==> src/rtl/ws2812b_frame_feeder_if.sv <==
// Framebuffer read port and bitstream handoff between the frame feeder and its neighbours.
interface ws2812b_frame_feeder_if #(
  parameter int unsigned STRIPECOUNT = 2,
  parameter int unsigned ADDR_WIDTH  = 8
);
  logic                        mem_rd_en;
  logic [ADDR_WIDTH-1:0]       mem_addr;
  logic [23:0]                 mem_rdata;
  logic                        bitstream_available;
  logic [STRIPECOUNT*24-1:0]   bitstream;
  logic                        bitstream_read;

  modport master (
    output mem_rd_en, mem_addr, bitstream_available, bitstream,
    input  mem_rdata, bitstream_read
  );

  modport slave (
    input  mem_rd_en, mem_addr, bitstream_available, bitstream,
    output mem_rdata, bitstream_read
  );
endinterface

==> src/rtl/ws2812b_frame_feeder.sv <==
// Walks the framebuffer LED-major, reorders each pixel into LSB-first GRB lanes and
// offers one STRIPECOUNT-lane word per LED to the serializer, then waits out the latch gap.
module ws2812b_frame_feeder #(
  parameter int unsigned STRIPECOUNT     = 2,
  parameter int unsigned LEDS_PER_STRIPE = 8,
  parameter int unsigned ADDR_WIDTH      = 8,
  parameter int unsigned LATCH_CYCLES    = 450
) (
  input  logic clk,
  input  logic resetn,
  input  logic start,
  output logic busy,
  output logic frame_done,
  ws2812b_frame_feeder_if.master bus
);

  localparam int unsigned BS_W   = STRIPECOUNT * 24;
  localparam int unsigned LED_W  = $clog2(LEDS_PER_STRIPE + 1);
  localparam int unsigned LAT_W  = (LATCH_CYCLES > 0) ? $clog2(LATCH_CYCLES + 1) : 1;
  localparam int unsigned LANE_W = (STRIPECOUNT > 1) ? $clog2(STRIPECOUNT) : 1;

  typedef enum logic [2:0] {IDLE, FETCH, CAPTURE, OFFER, LATCH} state_t;

  state_t              state_q, state_d;
  logic [LED_W-1:0]    led_q, led_d;
  logic [LANE_W-1:0]   stripe_q, stripe_d;
  logic [LANE_W-1:0]   cap_lane_q, cap_lane_d;
  logic                cap_v_q, cap_v_d;
  logic [LAT_W-1:0]    lat_q, lat_d;
  logic [ADDR_WIDTH-1:0] addr_q, addr_d;
  logic                rd_en_q, rd_en_d;
  logic [BS_W-1:0]     asm_q, asm_d;
  logic [BS_W-1:0]     bs_q, bs_d;
  logic                avail_q, avail_d;
  logic                busy_q, busy_d;
  logic                done_q, done_d;

  // Lane bit k carries grb[23-k], so G[7] lands in bit 0 and leaves first.
  function automatic logic [23:0] to_lane(input logic [23:0] px);
    logic [23:0] grb;
    logic [23:0] lane;
    grb = {px[15:8], px[23:16], px[7:0]};
    for (int k = 0; k < 24; k++) lane[k] = grb[23-k];
    return lane;
  endfunction

  always_comb begin
    state_d    = state_q;
    led_d      = led_q;
    stripe_d   = stripe_q;
    lat_d      = lat_q;
    addr_d     = addr_q;
    rd_en_d    = 1'b0;
    asm_d      = asm_q;
    bs_d       = bs_q;
    avail_d    = avail_q;
    busy_d     = busy_q;
    done_d     = 1'b0;
    // Read data returns one cycle after the RAM samples the strobe.
    cap_v_d    = rd_en_q;
    cap_lane_d = stripe_q;

    if (cap_v_q) asm_d[int'(cap_lane_q)*24 +: 24] = to_lane(bus.mem_rdata);

    unique case (state_q)
      IDLE: begin
        busy_d = 1'b0;
        if (start) begin
          state_d  = FETCH;
          busy_d   = 1'b1;
          led_d    = '0;
          stripe_d = '0;
          addr_d   = '0;
          rd_en_d  = 1'b1;
        end
      end
      FETCH: begin
        if (stripe_q == LANE_W'(STRIPECOUNT - 1)) begin
          state_d = CAPTURE;
        end else begin
          stripe_d = stripe_q + LANE_W'(1);
          addr_d   = addr_q + ADDR_WIDTH'(1);
          rd_en_d  = 1'b1;
        end
      end
      CAPTURE: state_d = OFFER;
      OFFER: begin
        // First OFFER cycle publishes the fully assembled word.
        if (!avail_q) begin
          bs_d    = asm_q;
          avail_d = 1'b1;
        end else if (bus.bitstream_read) begin
          avail_d = 1'b0;
          led_d   = led_q + LED_W'(1);
          if (led_q == LED_W'(LEDS_PER_STRIPE - 1)) begin
            state_d = LATCH;
            lat_d   = LAT_W'(LATCH_CYCLES);
          end else begin
            state_d  = FETCH;
            stripe_d = '0;
            addr_d   = addr_q + ADDR_WIDTH'(1);
            rd_en_d  = 1'b1;
          end
        end
      end
      LATCH: begin
        if (lat_q == '0) begin
          state_d = IDLE;
          done_d  = 1'b1;
        end else begin
          lat_d = lat_q - LAT_W'(1);
        end
      end
      default: state_d = IDLE;
    endcase
  end

  always_ff @(posedge clk) begin
    if (!resetn) begin
      state_q    <= IDLE;
      led_q      <= '0;
      stripe_q   <= '0;
      cap_lane_q <= '0;
      cap_v_q    <= 1'b0;
      lat_q      <= '0;
      addr_q     <= '0;
      rd_en_q    <= 1'b0;
      asm_q      <= '0;
      bs_q       <= '0;
      avail_q    <= 1'b0;
      busy_q     <= 1'b0;
      done_q     <= 1'b0;
    end else begin
      state_q    <= state_d;
      led_q      <= led_d;
      stripe_q   <= stripe_d;
      cap_lane_q <= cap_lane_d;
      cap_v_q    <= cap_v_d;
      lat_q      <= lat_d;
      addr_q     <= addr_d;
      rd_en_q    <= rd_en_d;
      asm_q      <= asm_d;
      bs_q       <= bs_d;
      avail_q    <= avail_d;
      busy_q     <= busy_d;
      done_q     <= done_d;
    end
  end

  assign busy                    = busy_q;
  assign frame_done              = done_q;
  assign bus.mem_rd_en           = rd_en_q;
  assign bus.mem_addr            = addr_q;
  assign bus.bitstream_available = avail_q;
  assign bus.bitstream           = bs_q;

endmodule

==> src/flat_wrapper.sv <==
// flat-port wrapper written by rule: the top's interface ports become plain ports
module ws2812b_frame_feeder_flat 
#(
  parameter int unsigned STRIPECOUNT     = 2,
  parameter int unsigned LEDS_PER_STRIPE = 8,
  parameter int unsigned ADDR_WIDTH      = 8,
  parameter int unsigned LATCH_CYCLES    = 450
)
  (clk, resetn, start, busy, frame_done, bus_mem_rd_en, bus_mem_addr, bus_bitstream_available, bus_bitstream, bus_mem_rdata, bus_bitstream_read);
  ws2812b_frame_feeder_if #(.STRIPECOUNT(STRIPECOUNT), .ADDR_WIDTH(ADDR_WIDTH)) bus_i ();
  input  logic clk;
  input  logic resetn;
  input  logic start;
  output logic busy;
  output logic frame_done;
  output wire logic [$bits(bus_i.mem_rd_en)-1:0] bus_mem_rd_en;
  output wire logic [$bits(bus_i.mem_addr)-1:0] bus_mem_addr;
  output wire logic [$bits(bus_i.bitstream_available)-1:0] bus_bitstream_available;
  output wire logic [$bits(bus_i.bitstream)-1:0] bus_bitstream;
  input wire logic [$bits(bus_i.mem_rdata)-1:0] bus_mem_rdata;
  input wire logic [$bits(bus_i.bitstream_read)-1:0] bus_bitstream_read;
  assign bus_mem_rd_en = bus_i.mem_rd_en;
  assign bus_mem_addr = bus_i.mem_addr;
  assign bus_bitstream_available = bus_i.bitstream_available;
  assign bus_bitstream = bus_i.bitstream;
  assign bus_i.mem_rdata = bus_mem_rdata;
  assign bus_i.bitstream_read = bus_bitstream_read;
  ws2812b_frame_feeder #(.STRIPECOUNT(STRIPECOUNT), .LEDS_PER_STRIPE(LEDS_PER_STRIPE), .ADDR_WIDTH(ADDR_WIDTH), .LATCH_CYCLES(LATCH_CYCLES)) u_core (.clk(clk), .resetn(resetn), .start(start), .busy(busy), .frame_done(frame_done), .bus(bus_i));
endmodule
==> config.mk <==
export PLATFORM = sky130hd
export DESIGN_NAME = ws2812b_frame_feeder_flat
export DESIGN_NICKNAME = d
export VERILOG_FILES = /design/src/rtl/ws2812b_frame_feeder_if.sv /design/src/rtl/ws2812b_frame_feeder.sv /design/src/flat_wrapper.sv
export SDC_FILE = /design/constraint.sdc
export NUM_CORES = 1
export LEC_CHECK = 0
export ABC_AREA = 1
export BUFFER_PORTS_ARGS = -buffer_cell sky130_fd_sc_hd__buf_2
export CORE_UTILIZATION = 55
export DETAILED_ROUTE_END_ITERATION = 8
export HOLD_SLACK_MARGIN = 0.03
export PLACE_DENSITY = 0.77
export SYNTH_ARGS = -nofsm -noshare
export SYNTH_HDL_FRONTEND = slang
export SYNTH_SLANG_ARGS = --single-unit
==> constraint.sdc <==
create_clock -name clk -period 1.85 [get_ports clk]
set_input_delay 0.37 -clock clk [delete_from_list [all_inputs] [get_ports clk]]
set_output_delay 0.37 -clock clk [all_outputs]
set_load 0.05 [all_outputs]
==> flow_summary.ini <==
[clocking]
clkSlewWorstSetupHoldPaths_ns = 0.06
cts_hold_buf = 0
cts_sinks = 127
clockBufferDepth = 2
cts_buffers = 17
worstSkewPairLatency_ns = 0.51
htree_levels = 4
cts-root-buf = clkbuf_8
cts_setup_buffers = 0
cts-resized-gates = 0
cts_tree = built

[routing]
via_per_inst = 5.18
firstDrtPassIters = 5
vias = 4490
drt_iter0_markers = 231
ant_nets = 0
wl_per_cell_um = 13.3
route.final.wire_length_um = 11500
drc_errors = 0

[worst_setup_path]
slowest_stage = dfxtp_1
crit_arrival_ns = 1.33
crit_buf_inv = 1
r2r_setup_slack_ns = 0.22
startpoint = u_core.bus.bitstream_available
endpoint = bus_bitstream_available
critPathCaptureType = output pin
start_kind = flop
r2r_start = u_core.state_q[1]
critPathTopFamily = flip-flops
critPathKind = flop to output pin
crit_fanout = 4
r2r-end = u_core.bus.bitstream[38]
crit_cells = 1
crit_chain = buf_2
reg2reg_depth = 7
required_ns = 1.48
cp_slowest_stage_delay_ns = 0.50

[global_routing]
grt_pass1_wl_um = 19200
grt_pass1_vias = 4181
grt_overflow = 0
groute.usage.overall_pct = 25.2
grt_max_degree = 77
grt_antenna_before_repair = 0

[pwr]
worst_ir_drop_vdd_mv = 0.744
p_per_area_nw_per_um2 = 1350
p_leak_nw = 2.96

[synth]
synth-seq-area-share_pct = 51.0
synth-seq-cells = 127
netlist_area_um2 = 4980
synth_cell_type_count = 25
yosysWarnings = 0
yosys-top-cells-area = dfxtp_1 (51%), nor2_1 (16%), o21ai_0 (9.7%), nand2_1 (4.7%), inv_1 (2.9%)
netlist.area_leader.share_pct = 51.0
avgSynthCellArea_um2 = 7.48
synthesis.nets = 697
syn_inst = 666
yosys.area.top_type = dfxtp_1

[die]
core_um2 = 8760
start_util_pct = 56.9
dieArea_um2 = 9440
rows = 34
io_pins = 88
die_w_um = 97.2
die_h_um = 97.2

[sta]
period_share_pct = 92.0
finClkSkew_ns = 0.00946
fin_ws_ns = 0.148
fin_crit_ns = 1.70
maxSlewHeadroom_pct = 51.0
hold_viol = 0
rsz0062_at_grt = false
worst_slew_pin_slew_ns = 0.734
setup_violations = 0
drv_slew = 0
whs_ns = 0.0998
tns_ns = 0
fmax_mhz = 588

[place]
post-place-cells = 835
gp_congestion = 0.848
port_buffers = 87
dp_hpwl_um = 7360
pre_cts_slack_ns = 0.296

[cells_and_area]
n_fill_cell = 741
stdcell_count = 867
layout.nets = 777
drive_above_1_share_pct = 20.9
multi_input_area_um2 = 2100
diodes = 0
ff_latch_area_um2 = 2540
area_delta_synth_final_pct = 20.9

[job]
drv_cap = 0

[worst_hold_path]
hold_path_class = input pin to flop

[outcome]
outcome = completed
## synthesized netlist by cell type
cell and instances:
nand3_2 2, nor3_1 3, nand4_1 2, clkbuf_1 17, inv_1 38, ha_1 3
nand2_1 63, xor2_1 3, inv_4 1, dfxtp_1 127, nand2_2 4, o21ai_1 5
nand3_1 24, nor2_1 212, buf_2 6, buf_6 7, nor3b_1 1, nor2_2 22
o21ai_0 97, inv_2 2, nand2_4 1, a21oi_1 21, buf_1 2, nor2_4 2
nor2_8 1
## cell usage in the layout (no fill, tap or decap)
cell type   instances
a21oi_1            21
nand2_2             4
clkinv_2            2
clkbuf_16          16
buf_12              2
nor2_4              2
nor3_1              3
nand3_1            24
nand3_2             2
inv_4               1
nor2_8              1
nor2_1            212
clkbuf_1            1
o21ai_1             5
inv_2               2
inv_1              38
nand2_4             1
nand4_1             2
bufinv_16           2
o21ai_0            97
buf_2              87
ha_1                3
buf_4               4
xor2_1              3
nor2_2             22
nand2_1            63
clkinv_4            4
nor3b_1             1
dfxtp_1           127
inv_6               1
clkbuf_8            3
clkinvlp_4          3
## stage by stage
step,cell area (um2),util (%),total power [mW]
global placement,5440,62.1,4.88
floorplan,4980,-,4.54
detailed placement,5440,62.1,4.92
global route,6020,68.7,8.49
finish,6020,68.7,8.12
CTS,6020,68.7,8.14
## cells by family (layout without fill, tap and decap cells)
group	Yosys count	after routing	synth area share (%)
fa+ha+maj	3	3	0.753
flops	127	127	51.0
buf+inv	73	166	6.76
compound gates	123	123	12.4
simple gates	337	337	28.6
xor+xnor	3	3	0.527
## flip-flops by register name, indices dropped and copies added (netlist names), 3 cells and up
| signal | flops |
|---|---|
| u_core.bus.mem_addr | 8 |
| u_core.bus.bitstream | 48 |
| u_core.state_q | 3 |
| u_core.lat_q | 9 |
| u_core.led_q | 4 |
| u_core.asm_q | 48 |
## cell type report
| type | instances | share of cell area [%] |
|---|---|---|
| clock buffer | 20 | 7.39 |
| timing repair buffer | 93 | 8.39 |
| tap | 108 | 2.24 |
| inverter | 41 | 2.60 |
| multi-input combinational | 466 | 34.9 |
| sequential | 127 | 42.2 |
| clock inverter | 12 | 2.26 |
## routing by layer
layer | share of wire (%) | track usage, % | wire, um | vias to the layer above
met4 | 1.3 | 8.50 | 150 | 0
met3 | 6.3 | 7.05 | 726 | 18
met1 | 45 | 32.3 | 5220 | 2050
met5 | 0 | 0 | 0 | -
li1 | - | - | - | 2268
met2 | 47 | 40.8 | 5440 | 154
## worst min-delay path by stage
| stage | from | end | depth (start not counted) |
|---|---|---|---|
| after floorplan | u_core.lat_q[8] | u_core.frame_done | 1 |
| after global placement | u_core.lat_q[8] | u_core.frame_done | 1 |
| after detailed placement | u_core.lat_q[8] | u_core.frame_done | 1 |
| after CTS | bus_mem_rdata[8] | u_core.asm_q[7] | 3 |
| after global routing | bus_mem_rdata[2] | u_core.asm_q[21] | 3 |
| final | bus_mem_rdata[8] | u_core.asm_q[7] | 3 |
## power by group
group / internal [mW] / total (mW) / leakage, nW / switching (mW)
Sequential: 3.04 / 3.22 / 1.03 / 0.182
Clock: 1.99 / 3.22 / 0.277 / 1.22
Combinational: 0.426 / 1.68 / 1.65 / 1.26
Total: 5.46 / 8.12 / 2.96 / 2.66
Power figures use the tool's default switching activity.
